File: src/rtl/softmax_normalizer.sv
// Softmax normalisation stage: buffers N exponentials, sums them, then divides
// each by the sum with one shared restoring divider to emit Q0.WIDTH probabilities.
module softmax_normalizer #(
  parameter int WIDTH = 8,
  parameter int N     = 4
) (
  input  logic               clk,
  input  logic               rst,
  input  logic               in_valid,
  input  logic [2*WIDTH-1:0] in_data,
  output logic               in_ready,
  output logic               out_valid,
  output logic [WIDTH-1:0]   out_data,
  output logic               out_last,
  input  logic               out_ready
);

  localparam int DW    = 2 * WIDTH;
  localparam int SUM_W = DW + $clog2(N);
  localparam int REM_W = SUM_W + 1;
  localparam int QW    = WIDTH + 1;
  localparam int IDX_W = (N > 1) ? $clog2(N) : 1;
  localparam int CNT_W = $clog2(WIDTH + 1);

  typedef enum logic [1:0] {COLLECT, DIVIDE, OUTPUT} state_t;

  state_t            state, state_next;
  logic [DW-1:0]     elem_buf [N];
  logic [SUM_W-1:0]  sum;
  logic [IDX_W-1:0]  idx, elem;
  logic [CNT_W-1:0]  cnt;
  logic [REM_W-1:0]  rem;
  logic [QW-1:0]     q;

  logic [DW-1:0]     clamped;
  logic              accept, last_in, last_elem, div_last, ge;
  logic [REM_W-1:0]  trial, rem_next;
  logic [QW-1:0]     q_next;
  logic [WIDTH-1:0]  result;

  always_comb begin
    clamped   = in_data[DW-1] ? '0 : in_data;
    accept    = (state == COLLECT) && in_valid && in_ready;
    last_in   = (idx == IDX_W'(N - 1));
    last_elem = (elem == IDX_W'(N - 1));
    div_last  = (cnt == CNT_W'(WIDTH));
    // Iteration 0 compares the unshifted element; later iterations shift first.
    trial     = (cnt == '0) ? REM_W'(elem_buf[elem]) : (rem << 1);
    ge        = (trial >= {1'b0, sum});
    rem_next  = ge ? (trial - {1'b0, sum}) : trial;
    q_next    = (q << 1) | QW'(ge);
    if (sum == '0)
      result = '0;
    else if (q_next[WIDTH])
      result = '1;
    else
      result = q_next[WIDTH-1:0];
  end

  always_comb begin
    state_next = state;
    case (state)
      COLLECT: if (accept && last_in) state_next = DIVIDE;
      DIVIDE:  if (div_last) state_next = OUTPUT;
      OUTPUT:  if (out_ready) state_next = last_elem ? COLLECT : DIVIDE;
      default: state_next = COLLECT;
    endcase
  end

  always_ff @(posedge clk or negedge rst) begin
    if (!rst)
      state <= COLLECT;
    else
      state <= state_next;
  end

  always_ff @(posedge clk or negedge rst) begin
    if (!rst) begin
      in_ready  <= 1'b0;
      out_valid <= 1'b0;
      out_data  <= '0;
      out_last  <= 1'b0;
      sum       <= '0;
      idx       <= '0;
      elem      <= '0;
      cnt       <= '0;
      rem       <= '0;
      q         <= '0;
      for (int unsigned i = 0; i < N; i++) elem_buf[i] <= '0;
    end else begin
      in_ready  <= (state_next == COLLECT);
      out_valid <= (state_next == OUTPUT);
      case (state)
        COLLECT: begin
          if (accept) begin
            elem_buf[idx] <= clamped;
            sum           <= sum + SUM_W'(clamped);
            idx           <= idx + IDX_W'(1);
            if (last_in) begin
              elem <= '0;
              cnt  <= '0;
            end
          end
        end
        DIVIDE: begin
          rem <= rem_next;
          q   <= q_next;
          cnt <= cnt + CNT_W'(1);
          if (div_last) begin
            out_data <= result;
            out_last <= last_elem;
          end
        end
        OUTPUT: begin
          if (out_ready) begin
            cnt <= '0;
            if (last_elem) begin
              sum  <= '0;
              idx  <= '0;
              elem <= '0;
            end else begin
              elem <= elem + IDX_W'(1);
            end
          end
        end
        default: ;
      endcase
    end
  end

endmodule

File: config.mk
export PLATFORM = sky130hd
export DESIGN_NAME = softmax_normalizer
export DESIGN_NICKNAME = d
export VERILOG_FILES = /design/src/rtl/softmax_normalizer.sv
export SDC_FILE = /design/constraint.sdc
export NUM_CORES = 1
export LEC_CHECK = 0
export ABC_AREA = 1
export CORE_UTILIZATION = 45
export DETAILED_ROUTE_END_ITERATION = 16
export GPL_ROUTABILITY_DRIVEN = 0
export SYNTH_ARGS = -nofsm -noshare
export SYNTH_HDL_FRONTEND = slang
export SYNTH_SLANG_ARGS = --single-unit
File: constraint.sdc
create_clock -name clk -period 3.1 [get_ports clk]
set_input_delay 0.62 -clock clk [delete_from_list [all_inputs] [get_ports clk]]
set_output_delay 0.62 -clock clk [all_outputs]
set_load 0.01 [all_outputs]
# [After elaboration in Yosys (flattened, before gate mapping)]
# Index checks and enable logic that the tools add are counted.
[op_classes] add_sub_neg=5 order_cmp=4 n_eq_ne=10 muxes=33 bitwise=3 reduce_logical=15
[ops] cell="2-to-1 mux 18 bit" n=4
[ops] cell="bitwise mux 64 bit" n=1
[ops] cell="2-to-1 mux 16 bit" n=3
[ops] cell="one-hot mux 18 bit (2 select lines)" n=1
[ops] cell="binary-select mux 16 bit (select 2 bit)" n=1
[ops] cell="demux 16 bit (select 2 bit)" n=1
[ops] cell="2-to-1 mux 2 bit" n=10
[ops] cell=">= comparator 19 x 18 -> 1 bit" n=1
[ops] cell="2-to-1 mux 19 bit" n=1
[ops] cell="adder 18 x 15 -> 18 bit" n=1
[ops] cell="logical NOT 18 bit" n=1
[ops] cell="subtractor 18 bit" n=1
[ops] cell="2-to-1 mux 8 bit" n=2
[ops] cell="2-to-1 mux 15 bit" n=1
[ops] cell="2-to-1 mux 4 bit" n=3
[ops] cell="one-hot mux 4 bit (3 select lines)" n=1
[ops] cell="AND reduction 4 bit" n=3
[ops] cell="OR 9 x 1 -> 9 bit" n=1
[ops] cell="equality test 2 bit (second input constant)" n=4
[ops] cell="inequality test 2 bit (second input constant)" n=4
[ops] cell="one-hot mux 2 bit (2 select lines)" n=2
[ops] cell=">= comparator 3 bit (second input constant)" n=2
[ops] cell="NOT 2 -> 3 bit" n=2
[ops] cell="one-hot mux 2 bit (3 select lines)" n=1
[ops] cell="12 further kinds" n=18
[totals] reg_bits=129 in_bits=20 out_inout_bits=11 elab_cells=85

# [Logic depth before layout (Yosys ltp)]
[logic_depth] word_depth=9 depth_mapped=23 depth_no_buf=22

# [Worst setup path after synthesis]
# Ideal clock, no wire load.
[synth_timing] kind="register to register" from="reg cnt[0]" to="reg rem[4]" setup_time_ps=119 arrival_ps=2527 t_required_ps=2981 setup_slack_ps=454 stages_incl_launch_ff=21 path_buffers=2 period_less_slack_ps=2646 cell_sequence="dfrtp_1 inv_1 ha_1 nand2_1 inv_1 buf_2 nand2_1 o21a_1 inv_1 ha_1 nand2_1 inv_1 nand2_1 inv_1 nand2_1 nand3_2 nand2_4 buf_2 nand3_1 nand3_1 o21ai_2"
[synth_via] elab_chain_len=4 elab_cells_between_ends=5 classes_between="add/sub (1); order compare (1); mux (2); reduce/logical (1)"
[synth_lines] element="from (decl)" line_no="31" rtl="logic [CNT_W-1:0] cnt;"
[synth_lines] element="from (signal assigned)" line_no="108" rtl="cnt <= cnt + CNT_W'(1);"
[synth_lines] element="logical NOT 4 bit (*)" line_no="48" rtl="trial = (cnt == '0) ? REM_W'(elem_buf[elem]) : (rem << 1);"
[synth_lines] element="2-to-1 mux 19 bit (*)" line_no="48"
[synth_lines] element="subtractor 18 bit or >= comparator 19 x 18 -> 1 bit (tied branches)" line_no="50, 49"
[synth_lines] element="2-to-1 mux 18 bit (*)" line_no="50" rtl="rem_next = ge ? (trial - {1'b0, sum}) : trial;"
[synth_lines] element="to (signal assigned)" line_no="106" rtl="rem <= rem_next;"
[synth_lines] element="to (decl)" line_no="32" rtl="logic [REM_W-1:0] rem;"
# Mark *: on every way between the ends. The rest lies on a longest branch, timed or not.
# A chain may end at the register's enable or synchronous reset.

# [Worst setup path in the final report]
[layout_timing] from="reg elem[0]" to="reg rem[13]"
[layout_via] elab_chain_len=7 elab_cells_between_ends=8 classes_between="add/sub (1); order compare (1); mux (5); bitwise (1)"
[layout_lines] element="from (decl)" line_no="30" rtl="logic [IDX_W-1:0] idx, elem;"
[layout_lines] element="from (signal assigned)" line_no="122" rtl="elem <= elem + IDX_W'(1);"
[layout_lines] element="NOT 2 -> 3 bit (not written as such) (*)" line_no="48"
[layout_lines] element="binary-select mux 16 bit (select 2 bit) (*)" line_no="48"
[layout_lines] element="2-to-1 mux 16 bit (not written as such) (*) (2 in series)" line_no="48"
[layout_lines] element="2-to-1 mux 19 bit (*)" line_no="48"
[layout_lines] element="subtractor 18 bit or >= comparator 19 x 18 -> 1 bit (tied branches)" line_no="50, 49"
[layout_lines] element="2-to-1 mux 18 bit (*)" line_no="50"
# Mark *: on every way between the ends. The rest lies on a longest branch, timed or not. The select of a mux whose other input is x is not followed.

==> run metrics <==
drt via density=roughly 5.2; GRT Overall Usage=24.7%; worst hold path type=primary input to asynchronous set/reset pin; row cnt=48; initial antenna violation count=0; DRT Pass-1 Iters=6; fin crit share=around 96%; Root Driver=clkbuf_16; Area contributors post-synth=dfrtp_1, nand2_1, inv_1, ha_1, o21ai_0; ANT cells=0; status=completed; Post-synth EDFFs=0; Synth Area per Inst=~7.5 um2; Leak Pwr=about 5 nW; clock buffer depth=2; Post-layout nets=between 1000 and 1500; pin count of the biggest net entering global routing=about 60; grt ovf=0; post-synth top area share=roughly 38%; Avg WL per Cell=about 16 um; fill count=about 1600; final setup violation count=0; PwrDens=1280 nW/um2; synth cell count leaders=nand2_1, inv_1, dfrtp_1; clock skew=around 0.0074 ns; Critical Path AT=about 3.3 ns; final hold vios=0; setup TNS=0 ns; Worst Setup SP=elem[0]$_DFFE_PN0P_; sequential-to-total area share from yosys stat=38.5%; # IOs=31; top-count cell post-synth=nand2_1; die area=between 15000 and 20000 um2; vias post-DR=7308; CP Capture Type=flop; worst skew pair latency=roughly 0.42 ns; Pins Over Slew Limit=0; Max VDD drop=0.000901 V; Die W=about 140 um; Top FF cell, synth=dfrtp_1; Least-Margin Pin Slew=between 0.5 and 0.6 ns; Detailed Route Iter0 Violations=567; max_cap viols=0; yosys warns=0; vias in the first global route=slightly below 7000; CTS hold repair buffers=0; CTS buffer count=17; synthesis-stage register bit count=125; H-tree Lvls=4; clock tree from TritonCTS=done; antenna-violating nets left=0; first-pass GRT wire length=between 30000 and 40000 um; CP startpoint kind=flop; post-DP HPWL=about 16000 um; Worst Path Class, Setup=flop to flop; IO Port Bufs=30; Core ar.=about 17000 um2; initial core utilization=between 40 and 50%; count of cell types in the netlist=45; clock sink count=roughly 130; WL final=approximately 22000 um; CP max FO=8; Max Clock Freq=0.337 GHz; Final Critical Period=roughly 3.0 ns; cell count after synthesis=1087; Worst Path Required=roughly 3.4 ns; FFs w/ async S/R, synth=100%; syn_nets=1150; DRC viols=0; Worst slew margin=65.8%; Mapped Area=8130 um2; Design Power=between 0.01 and 0.015 W; Die Y=approximately 140 um; clk slew on worst S/H paths=0.06 ns; P&R area growth vs syn=23.1%; Synth area leader=dfrtp_1; share of layout cells above drive strength 1=approximately 17%; FF-to-FF Start=elem[0]$_DFFE_PN0P_
[worst paths after layout]
| path | end | slack (ns) | cells after the start |
|---|---|---|---|
| min reg2reg | out_data[1]$_DFFE_PN0P_ | 0.48 | 2 |
| max in group asynchronous | elem[0]$_DFFE_PN0P_ | 2.11 | 2 |
| max | rem[13]$_DFFE_PN0P_ | 0.14 | 20 |
| max reg2reg | rem[13]$_DFFE_PN0P_ | 0.14 | 20 |
| min in group clk | out_data[1]$_DFFE_PN0P_ | 0.48 | 2 |
| min | elem_buf[51]$_DFFE_PN0P_ | 0.16 | 1 |
[cell type report]
type / instances / area (um2) / share of cell area, %
inverters: 180 / 682 / 6.82
clock buffers: 19 / 453 / 4.53
multi-input cells: 747 / 4380 / 43.8
clock inverters: 12 / 205 / 2.05
repair inverters: 1 / 7.51 / 0.0750
repair buffers: 84 / 866 / 8.65
well taps: 225 / 282 / 2.81
flip-flops and latches: 125 / 3130 / 31.3
[repair_timing]
action | in CTS | in global routing
setup endpoints to repair | 0 | 20
buffers inserted | 0 | 12
hold endpoints to repair | 0 | 0
gates resized for setup | 0 | 70
[sequential cells by signal, summed over array words and instances, names as in the netlist, 4 cells and up]
signal,count
q,8
out_data,8
cnt,4
rem,18
sum,18
elem_buf,60
[worst max-delay path: stages, from the launching register on]
cell,delay (ns)
dfrtp_4,0.54
clkinvlp_4,0.23
buf_6,0.16
a21oi_1,0.12
o21ai_1,0.08
nand2_1,0.10
nand2_1,0.06
o21a_1,0.14
inv_2,0.07
ha_4,0.21
nand2_1,0.06
nand2_1,0.07
a21oi_2,0.22
nor2_1,0.08
nor2_2,0.15
nand3_4,0.14
clkbuf_16,0.19
nand2_4,0.06
o21ai_2,0.05
nand2_1,0.06
nand2_1,0.04
[logic make-up (layout without fill, tap and decap cells)]
logic type                 after synthesis  count (layout)  synth area share [%]
and+or+nand+nor                        466             466                  25.2
muxes                                   22              22                  3.05
buffers and inverters                  215             296                  10.9
AOI/OAI and AO/OA                      203             203                  14.1
xor gates and xnor gates                13              13                  1.40
DFF                                    125             125                  38.5
adders and majority gates               43              43                  6.81
[power by group]
part | leakage (nW) | switching, W | total [W] | internal [W]
combinational | 3.16 | 0.00460 | 0.00785 | 0.00325
sequential | 1.60 | 0.000376 | 0.00269 | 0.00231
clock | 0.317 | 0.000807 | 0.00228 | 0.00147
[through the flow]
stage               utilization (%)  instances  setup WS [ns]  instance area [um2]  hold slack (ns)
detailed placement             50.7       1344        -0.0551                 8870            0.461
floorplan                         -       1087          0.454                 8130            0.324
finish                         57.3       1393          0.137                10000            0.164
CTS                            54.5       1375          0.145                 9530            0.182
global route                   57.3       1393        -0.0359                10000            0.197
global placement               50.7       1344        -0.0793                 8870            0.458
[placed cells by master (no fill, tap or decap), types with 6 or more instances in the layout]
| cell type | n |
|---|---|
| dfrtp_1 | 124 |
| ha_1 | 26 |
| nand3_1 | 61 |
| nand2_1 | 283 |
| o21ai_0 | 49 |
| inv_1 | 162 |
| clkbuf_16 | 20 |
| inv_2 | 15 |
| o21a_1 | 17 |
| xnor2_1 | 10 |
| o21ai_1 | 48 |
| a21oi_1 | 52 |
| mux2_2 | 14 |
| nand3_2 | 11 |
| clkdlybuf4s50_1 | 29 |
| buf_4 | 39 |
| ha_4 | 15 |
| buf_6 | 6 |
| mux2_1 | 8 |
| o21ai_2 | 7 |
| nand2_2 | 15 |
| o211ai_1 | 9 |
| nor2_1 | 61 |
| buf_12 | 7 |
| o22ai_1 | 8 |
| nor2_2 | 8 |
| nand4_1 | 7 |
[per-layer routing]
layer  track usage (%)  wire [um]  vias up
met3              4.77       1060       28
met2              38.6      10300      176
met4              6.91        352        0
met1              34.7      10800     3482
met5                 0          0        -
li1                  -          -     3622
Note: power is estimated with default switching activity, not from simulation.
